==> src/rtl/b10_vote_round_sched.sv <==
// rtl/b10_vote_round_sched.sv - round-robin vote collection and bitwise majority publish scheduler
//
// One START runs one voting round: stations are granted one at a time
// (round-robin), each granted vote is tallied per bit, and the strict
// bitwise majority is offered to the receiver over an RTR/CTR handshake.
//
// Ports:
//   CLOCK        in   system clock, rising edge
//   RESET        in   synchronous, active-high reset
//   START        in   begin a round (honoured only in IDLE)
//   RTS          in   [N_STATION] per-station request-to-send
//   V_IN         in   [N_STATION*VOTE_W] votes, station i at [i*VOTE_W +: VOTE_W]
//   CTS          out  [N_STATION] registered grant, one-hot or zero
//   RTR          in   receiver ready-to-receive
//   CTR          out  registered result valid
//   V_OUT        out  [VOTE_W] majority result, held until next publish or reset
//   BUSY         out  high outside IDLE
//   TIMEOUT_ERR  out  last published round was forced by the idle timeout
//   ROUND_CNT    out  [8] completed-round counter, wraps
module b10_vote_round_sched #(
  parameter int N_STATION = 4,
  parameter int VOTE_W    = 4,
  parameter int TIMEOUT   = 15
) (
  input  logic                          CLOCK,
  input  logic                          RESET,
  input  logic                          START,
  input  logic [N_STATION-1:0]          RTS,
  input  logic [N_STATION*VOTE_W-1:0]   V_IN,
  output logic [N_STATION-1:0]          CTS,
  input  logic                          RTR,
  output logic                          CTR,
  output logic [VOTE_W-1:0]             V_OUT,
  output logic                          BUSY,
  output logic                          TIMEOUT_ERR,
  output logic [7:0]                    ROUND_CNT
);

  localparam int PW = $clog2(N_STATION);
  // A tally can reach N_STATION, so it needs clog2(N_STATION+1) bits.
  localparam int TW = $clog2(N_STATION + 1);

  localparam logic [2:0] S_IDLE      = 3'd0;
  localparam logic [2:0] S_ARB       = 3'd1;
  localparam logic [2:0] S_GRANT     = 3'd2;
  localparam logic [2:0] S_WAIT_DROP = 3'd3;
  localparam logic [2:0] S_PUBLISH   = 3'd4;

  logic [2:0]                 state;
  logic [N_STATION-1:0]       cts_q;
  logic [N_STATION-1:0]       served;
  logic [PW-1:0]              rr_ptr;
  logic [PW-1:0]              gnt_idx;
  logic [TW-1:0]              served_cnt;
  logic [VOTE_W-1:0][TW-1:0]  tally;
  logic [7:0]                 idle_cnt;
  logic [7:0]                 round_cnt;
  logic                       ctr_q;
  logic                       terr_q;
  logic [VOTE_W-1:0]          vout_q;

  // Per-station vote slices, selected by the granted index.
  logic [VOTE_W-1:0] slice [N_STATION];
  logic [VOTE_W-1:0] slice_sel;

  genvar gi;
  for (gi = 0; gi < N_STATION; gi++) begin : g_slice
    assign slice[gi] = V_IN[gi*VOTE_W +: VOTE_W];
  end

  assign slice_sel = slice[gnt_idx];

  // Stations already counted this round are masked out of arbitration.
  logic [N_STATION-1:0] eligible;
  logic                 all_served;

  assign eligible   = RTS & ~served;
  assign all_served = &served;

  // Round-robin pick: scan from rr_ptr upward with wrap. The scan runs
  // from the farthest offset down so the nearest eligible index wins.
  logic          pick_found;
  logic [PW-1:0] pick_idx;
  logic [PW-1:0] scan_pw;
  int            scan_idx;

  always_comb begin
    pick_found = 1'b0;
    pick_idx   = '0;
    scan_idx   = 0;
    scan_pw    = '0;
    for (int k = N_STATION - 1; k >= 0; k--) begin
      scan_idx = int'(rr_ptr) + k;
      if (scan_idx >= N_STATION) begin
        scan_idx = scan_idx - N_STATION;
      end
      scan_pw = PW'(scan_idx);
      if (eligible[scan_pw]) begin
        pick_found = 1'b1;
        pick_idx   = scan_pw;
      end
    end
  end

  logic [N_STATION-1:0] pick_onehot;
  assign pick_onehot = {{(N_STATION-1){1'b0}}, 1'b1} << pick_idx;

  // Pointer moves past the station just handled, whether it voted or withdrew.
  logic [PW-1:0] rr_next;
  assign rr_next = (gnt_idx == PW'(N_STATION - 1)) ? '0 : gnt_idx + 1'b1;

  // Strict majority: 2*tally > served_cnt, so a tie or an empty round gives 0.
  logic [VOTE_W-1:0] majority;

  always_comb begin
    majority = '0;
    for (int j = 0; j < VOTE_W; j++) begin
      majority[j] = ({tally[j], 1'b0} > {1'b0, served_cnt});
    end
  end

  logic [7:0] idle_nxt;
  assign idle_nxt = idle_cnt + 8'd1;

  always_ff @(posedge CLOCK) begin
    if (RESET) begin
      state      <= S_IDLE;
      cts_q      <= '0;
      served     <= '0;
      rr_ptr     <= '0;
      gnt_idx    <= '0;
      served_cnt <= '0;
      tally      <= '0;
      idle_cnt   <= '0;
      round_cnt  <= '0;
      ctr_q      <= 1'b0;
      terr_q     <= 1'b0;
      vout_q     <= '0;
    end else begin
      case (state)
        S_IDLE: begin
          // rr_ptr deliberately survives across rounds for fairness.
          if (START) begin
            state      <= S_ARB;
            tally      <= '0;
            served     <= '0;
            served_cnt <= '0;
            idle_cnt   <= '0;
            terr_q     <= 1'b0;
          end
        end

        S_ARB: begin
          if (all_served) begin
            state  <= S_PUBLISH;
            ctr_q  <= 1'b1;
            vout_q <= majority;
          end else if (pick_found) begin
            state    <= S_GRANT;
            gnt_idx  <= pick_idx;
            cts_q    <= pick_onehot;
            idle_cnt <= '0;
          end else if (idle_nxt == 8'(TIMEOUT)) begin
            // Nobody left requesting: publish what has been collected.
            idle_cnt <= idle_nxt;
            terr_q   <= 1'b1;
            state    <= S_PUBLISH;
            ctr_q    <= 1'b1;
            vout_q   <= majority;
          end else begin
            idle_cnt <= idle_nxt;
          end
        end

        S_GRANT: begin
          if (RTS[gnt_idx]) begin
            for (int j = 0; j < VOTE_W; j++) begin
              tally[j] <= tally[j] + TW'(slice_sel[j]);
            end
            served_cnt <= served_cnt + 1'b1;
            state      <= S_WAIT_DROP;
          end else begin
            // Withdrawn before capture: not served, may re-request later.
            cts_q  <= '0;
            rr_ptr <= rr_next;
            state  <= S_ARB;
          end
        end

        S_WAIT_DROP: begin
          // Grant is held until the station releases its request.
          if (!RTS[gnt_idx]) begin
            cts_q           <= '0;
            served[gnt_idx] <= 1'b1;
            rr_ptr          <= rr_next;
            state           <= S_ARB;
          end
        end

        S_PUBLISH: begin
          if (RTR) begin
            ctr_q     <= 1'b0;
            round_cnt <= round_cnt + 8'd1;
            state     <= S_IDLE;
          end
        end

        default: begin
          state <= S_IDLE;
          cts_q <= '0;
          ctr_q <= 1'b0;
        end
      endcase
    end
  end

  assign CTS         = cts_q;
  assign CTR         = ctr_q;
  assign V_OUT       = vout_q;
  assign BUSY        = (state != S_IDLE);
  assign TIMEOUT_ERR = terr_q;
  assign ROUND_CNT   = round_cnt;

endmodule

==> config.mk <==
export PLATFORM = sky130hd
export DESIGN_NAME = b10_vote_round_sched
export DESIGN_NICKNAME = d
export VERILOG_FILES = /design/src/rtl/b10_vote_round_sched.sv
export SDC_FILE = /design/constraint.sdc
export NUM_CORES = 1
export LEC_CHECK = 0
export BUFFER_PORTS_ARGS = -buffer_cell sky130_fd_sc_hd__buf_2
export CAP_MARGIN = 10
export CORE_ASPECT_RATIO = 1.4
export CORE_MARGIN = 2
export CORE_UTILIZATION = 30
export CTS_BUF_LIST = sky130_fd_sc_hd__clkbuf_2 sky130_fd_sc_hd__clkbuf_4 sky130_fd_sc_hd__clkbuf_8
export DETAILED_ROUTE_END_ITERATION = 10
export PLACE_DENSITY = 0.51
export SLEW_MARGIN = 20
export SYNTH_ARGS = -nofsm -noshare
export SYNTH_HDL_FRONTEND = slang
export SYNTH_SLANG_ARGS = --single-unit
==> constraint.sdc <==
create_clock -name CLOCK -period 2.6 [get_ports CLOCK]
set_input_delay 0.13 -clock CLOCK [delete_from_list [all_inputs] [get_ports CLOCK]]
set_output_delay 0.13 -clock CLOCK [all_outputs]
set_load 0.1 [all_outputs]
Yosys cells after proc, flatten, opt, wreduce, memory -nomap -nowiden
Index checks and enable logic that the tools add are counted.

storage, ports and cells
  output and inout bits = 19
  register bits after elaboration = 52
  logic and storage cells = 159

operators by class
  equal/unequal tests = 19
  shift operators = 1
  add/subtract/negate cells = 15
  order comparisons = 15
  reductions and logical operators = 22
  bitwise gates (word level) = 8
  muxes and demuxes = 64

operators with widths
  cell                 number
  $mux 4               10
  $mux 12              2
  $mux 3               8
  $mux 8               3
  $pmux 12 s2          1
  $mux 2               10
  $ne 2x2->1 const B   10
  $add 8x1->8 const B  2
  $gt 4x3->1           4
  $mux 1               16
  $pmux 8 s2           1
  $reduce_and 4->1     4
  $lt 2x3->1 const B   5
  $pmux 3 s5           1
  $reduce_and 3->1     5
  $add 3x1->3          4
  $ge 3x3->1 const B   4
  $pmux 4 s3           1
  $bmux 1 s2           5
  $bmux 4 s2           1
  $eq 8x4->1 const B   1
  $pmux 4 s2           1
  $reduce_bool 2->1    4
  $sub 2x1->2 const B  4
  29 further kinds     37

Logic depth before layout (Yosys ltp)
  depth in word-level cells = 13
  depth in mapped cells = 8

Worst setup path before layout
No wires, ideal clock.

  path type = flip-flop to flip-flop
  start = register idle_cnt[0]
  end = register ctr_q (netlist: CTR)
  data arrival time = 1.867 ns
  stages on the path, launching flop included = 8
  library setup time = 0.063 ns
  setup slack = 0.670 ns
  required time = 2.537 ns
  cells stage by stage = dfxtp_1 -> ha_1 -> and3_1 -> nand3_1 -> xor2_1 -> nand2_2 -> a2111oi_2 -> o221a_1

between the ends
  longest elaborated chain between the ends = 4

ends and longest elaborated chain
  element                     RTL line  RTL
  from (decl)                 56        logic [7:0] idle_cnt;
  from (signal assigned)      165       idle_cnt <= idle_nxt;
  from (signal assigned)      171       idle_cnt <= idle_nxt;
  $add 8x1->8                 123       assign idle_nxt = idle_cnt + 8'd1;
  $eq 8x4->1                  163       end else if (idle_nxt == 8'(TIMEOUT)) begin
  $ne 3x3->1 (no line)        -
  $reduce_and 4->1 (no line)  -
  to (signal assigned)        136       ctr_q <= 1'b0;
  to (signal assigned)        156       ctr_q <= 1'b1;
  to (signal assigned)        168       ctr_q <= 1'b1;
  to (decl)                   58        logic ctr_q;

Every way passes these cells.
A chain may end at the register's enable or synchronous reset.

Final worst setup path
  start = register idle_cnt[0]
  end = register state[1]

between the ends
  longest elaborated chain between the ends = 4

ends and longest elaborated chain
  element                     RTL line  RTL
  $add 8x1->8                 123
  $eq 8x4->1                  163
  $ne 4x4->1 (no line)        -
  $reduce_and 4->1 (no line)  -
  to (signal assigned)        127       state <= S_IDLE;
  to (signal assigned)        159       state <= S_GRANT;
  to (signal assigned)        167       state <= S_PUBLISH;
  to (decl)                   49        logic [2:0] state;

Every way passes these cells.

==> impl_metrics.sql <==
INSERT INTO impl_metrics (metric_group, metric, value, unit) VALUES
('layout', 'regArea', '1040', 'um2'),
('layout', 'final_layout_size_suffix_gt1_share', '19.4', '%'),
('synth', 'yosysTopAreaCellShare', '36.6', '%'),
('global_routing', 'antenna_found_initial', '0', ''),
('detailed_routing', 'mean_number_of_vias_per_cell', '5.13', ''),
('clock_tree', 'cts_resized', '0', ''),
('layout', 'filler_cell_count', '1010', ''),
('place', 'post-dp-hpwl', '5.10', 'mm'),
('timing', 'worst_slack', '0.494', 'ns'),
('synth', 'synth_async_sr_flop_share', '0', '%'),
('place', 'gp_routability_congestion', '0.789', ''),
('detailed_routing', 'vias', '2418', ''),
('synth', 'synth.distinct_cells', '53', ''),
('timing', 'maxClockFrequency', '0.475', 'GHz'),
('min_path', 'number_of_stages_on_the_worst_hold_path', '3', ''),
('synth', 'syn-mean-instance-area', '8.82', 'um2'),
('global_routing', 'grt_pass1_wl', '11.5', 'mm'),
('floorplanning', 'placementRows', '42', ''),
('timing', 'count_of_final_max_slew_check_failures', '0', ''),
('clock_tree', 'ctsLongestPathBuffers', '2', ''),
('clock_tree', 'post_cts.repair.setup_buffers', '0', ''),
('timing', 'rsz0062_at_grt', 'no', ''),
('power_and_ir_drop', 'vdd_ir_drop_max', '0.202', 'mV'),
('power_and_ir_drop', 'net_switching_power_figure', '0.545', 'mW'),
('clock_tree', 'numCtsBuffers', '5', ''),
('critical_path', 'critical_path_arrival', '2.31', 'ns'),
('timing', 'setup_viol', '0', ''),
('power_and_ir_drop', 'seq_power_share', '50.4', '%'),
('outcome', 'run_status', 'completed', ''),
('timing', 'clock-skew-final', '0.0155', 'ns'),
('critical_path', 'start_kind', 'flip-flop', ''),
('floorplanning', 'die_h', '119', 'um'),
('clock_tree', 'cts.sink_count', '52', ''),
('layout', 'finish.net_count', '408', ''),
('critical_path', 'cp_cell_sequence', 'ha_1 > and3_1 > nand3_1 > xor2_1 > a21oi_4 > o21bai_1 > a31o_1', ''),
('global_routing', 'gr-total-overflow', '0', ''),
('timing', 'final_min_period_over_clock_period', '81.0', '%'),
('synth', 'synth_top_cells_by_area', 'dfxtp_1, ha_1, nor2_1', ''),
('synth', 'ys.warnings.count', '0', ''),
('synth', 'synthesis.area', '2840', 'um2'),
('timing', 'final.hold.worst_slack', '0.192', 'ns'),
('power_and_ir_drop', 'clock_power_share', '29.7', '%'),
('clock_tree', 'tritoncts', 'done', ''),
('critical_path', 'reg2regPathDepth', '7', ''),
('job', 'maxCapViolCount', '0', ''),
('timing', 'max_slew_margin', '51.7', '%'),
('global_routing', 'grt_start_max_net_pins', '37', ''),
('power_and_ir_drop', 'swShare', '32.4', '%'),
('global_routing', 'groute.usage.overall', '14.0', '%'),
('synth', 'number_of_storage_elements_in_the_synthesis_netlist', '52', ''),
('detailed_routing', 'first_pass_iteration_count_of_the_detailed_router', '4', ''),
('floorplanning', 'die_area', '10300', 'um2'),
('critical_path', 'worstPathRequired', '2.81', 'ns'),
('layout', 'flow.area_growth_from_synthesis', '14.1', '%'),
('synth', 'synth_cells', '322', ''),
('floorplanning', 'initial_utilization', '30.4', '%'),
('critical_path', 'worst_setup_path_end_kind', 'flip-flop', ''),
('floorplanning', 'floorplan.io_pins', '43', ''),
('floorplanning', 'placeableCoreArea', '9350', 'um2'),
('detailed_routing', 'route.detailed.wl_per_inst', '14.4', 'um'),
('clock_tree', 'clock_latency', '0.32', 'ns'),
('place', 'portBuffers', '42', ''),
('layout', 'layout.cells.most_common_list', 'dfxtp_1, nor2_1, buf_2', ''),
('global_routing', 'first_global_vias', '2353', ''),
('synth', 'synth_fp_nets', '370', ''),
('timing', 'worst_slew_pin_tran', '0.724', 'ns'),
('floorplanning', 'die_w', '86.3', 'um'),
('layout', 'antenna_cells_inserted', '0', ''),
('timing', 'final-hold-violation-count', '0', ''),
('synth', 'yosysTopAreaCell', 'dfxtp_1', ''),
('clock_tree', 'ctsRootBufferMaster', 'clkbuf_8', '');
## metal layers
metal  GRT usage [%]  part of all wire [%]
met2            24.5                    51
met1            17.0                    45
met5               0                     0
met3            2.43                   2.8
met4            4.69                   1.5
## state kept, by name, indices dropped and copies added, names as in the netlist, 3 cells and up
name / flops
tally: 12
ROUND_CNT: 8
idle_cnt: 8
CTS: 4
V_OUT: 4
served: 4
served_cnt: 3
state: 3
## worst paths after layout
kind / start / to / slack, ns
setup / recovery: idle_cnt[0] / state[1] / 0.49
hold / removal: RTR / state[2] / 0.19
setup reg to reg: idle_cnt[0] / state[1] / 0.49
hold reg to reg: CTS[0] / CTS[0] / 0.46
## power by group through the flow
stage,combinational [mW],clock (mW),sequential [mW]
finish,0.335,0.501,0.850
global route,0.371,0.556,0.855
CTS,0.339,0.530,0.851
detailed placement,0.338,0,0.869
global placement,0.333,0,0.868
floorplan,0.245,0,0.877
## worst max-delay path: cells and delay by family, from the launching register on
family	cells	cell delay [ns]
and+or+nand+nor	2	0.32
AOI/OAI and AO/OA	3	0.63
adders and majority gates	1	0.24
DFF	1	0.42
xor gates and xnor gates	1	0.40
## logic make-up after synthesis
| kind of cell | Yosys count | synth area share (%) |
|---|---|---|
| buf+inv | 26 | 3.87 |
| flops | 52 | 36.6 |
| xor+xnor | 16 | 4.93 |
| compound gates | 76 | 17.6 |
| simple gates | 119 | 21.0 |
| fa+ha+maj | 24 | 10.6 |
| mux | 9 | 5.37 |
## cells in the mapped netlist (4+ instances only)
library cell	count
a21oi_1	30
a31oi_1	7
and3_1	4
buf_2	7
clkbuf_1	6
dfxtp_1	52
ha_1	24
inv_1	12
mux2i_1	4
mux4_2	5
nand2_1	24
nand2b_1	4
nand3_1	14
nand4_1	4
nor2_1	44
o211ai_1	4
o21ai_0	11
o31ai_1	4
xnor2_1	5
xor2_1	11
## layout make-up
cell class	instances	share of cell area, %
multi-input cells	244	52.1
flip-flops and latches	52	32.1
repair buffers	45	7.18
well taps	110	4.24
clock buffers	6	2.55
inverters	12	1.39
clock inverters	2	0.424
## through the flow
step           utilization [%]  total power [mW]  std cells  area, um2
6_report                  34.7              1.69        471       3240
5_1_grt                   34.7              1.78        471       3240
4_1_cts                   34.7              1.72        471       3240
3_5_place_dp              33.6              1.21        463       3150
3_3_place_gp              33.6              1.20        463       3150
2_1_floorplan                -              1.12        322       2840
Note: power is estimated with default switching activity, not from simulation.
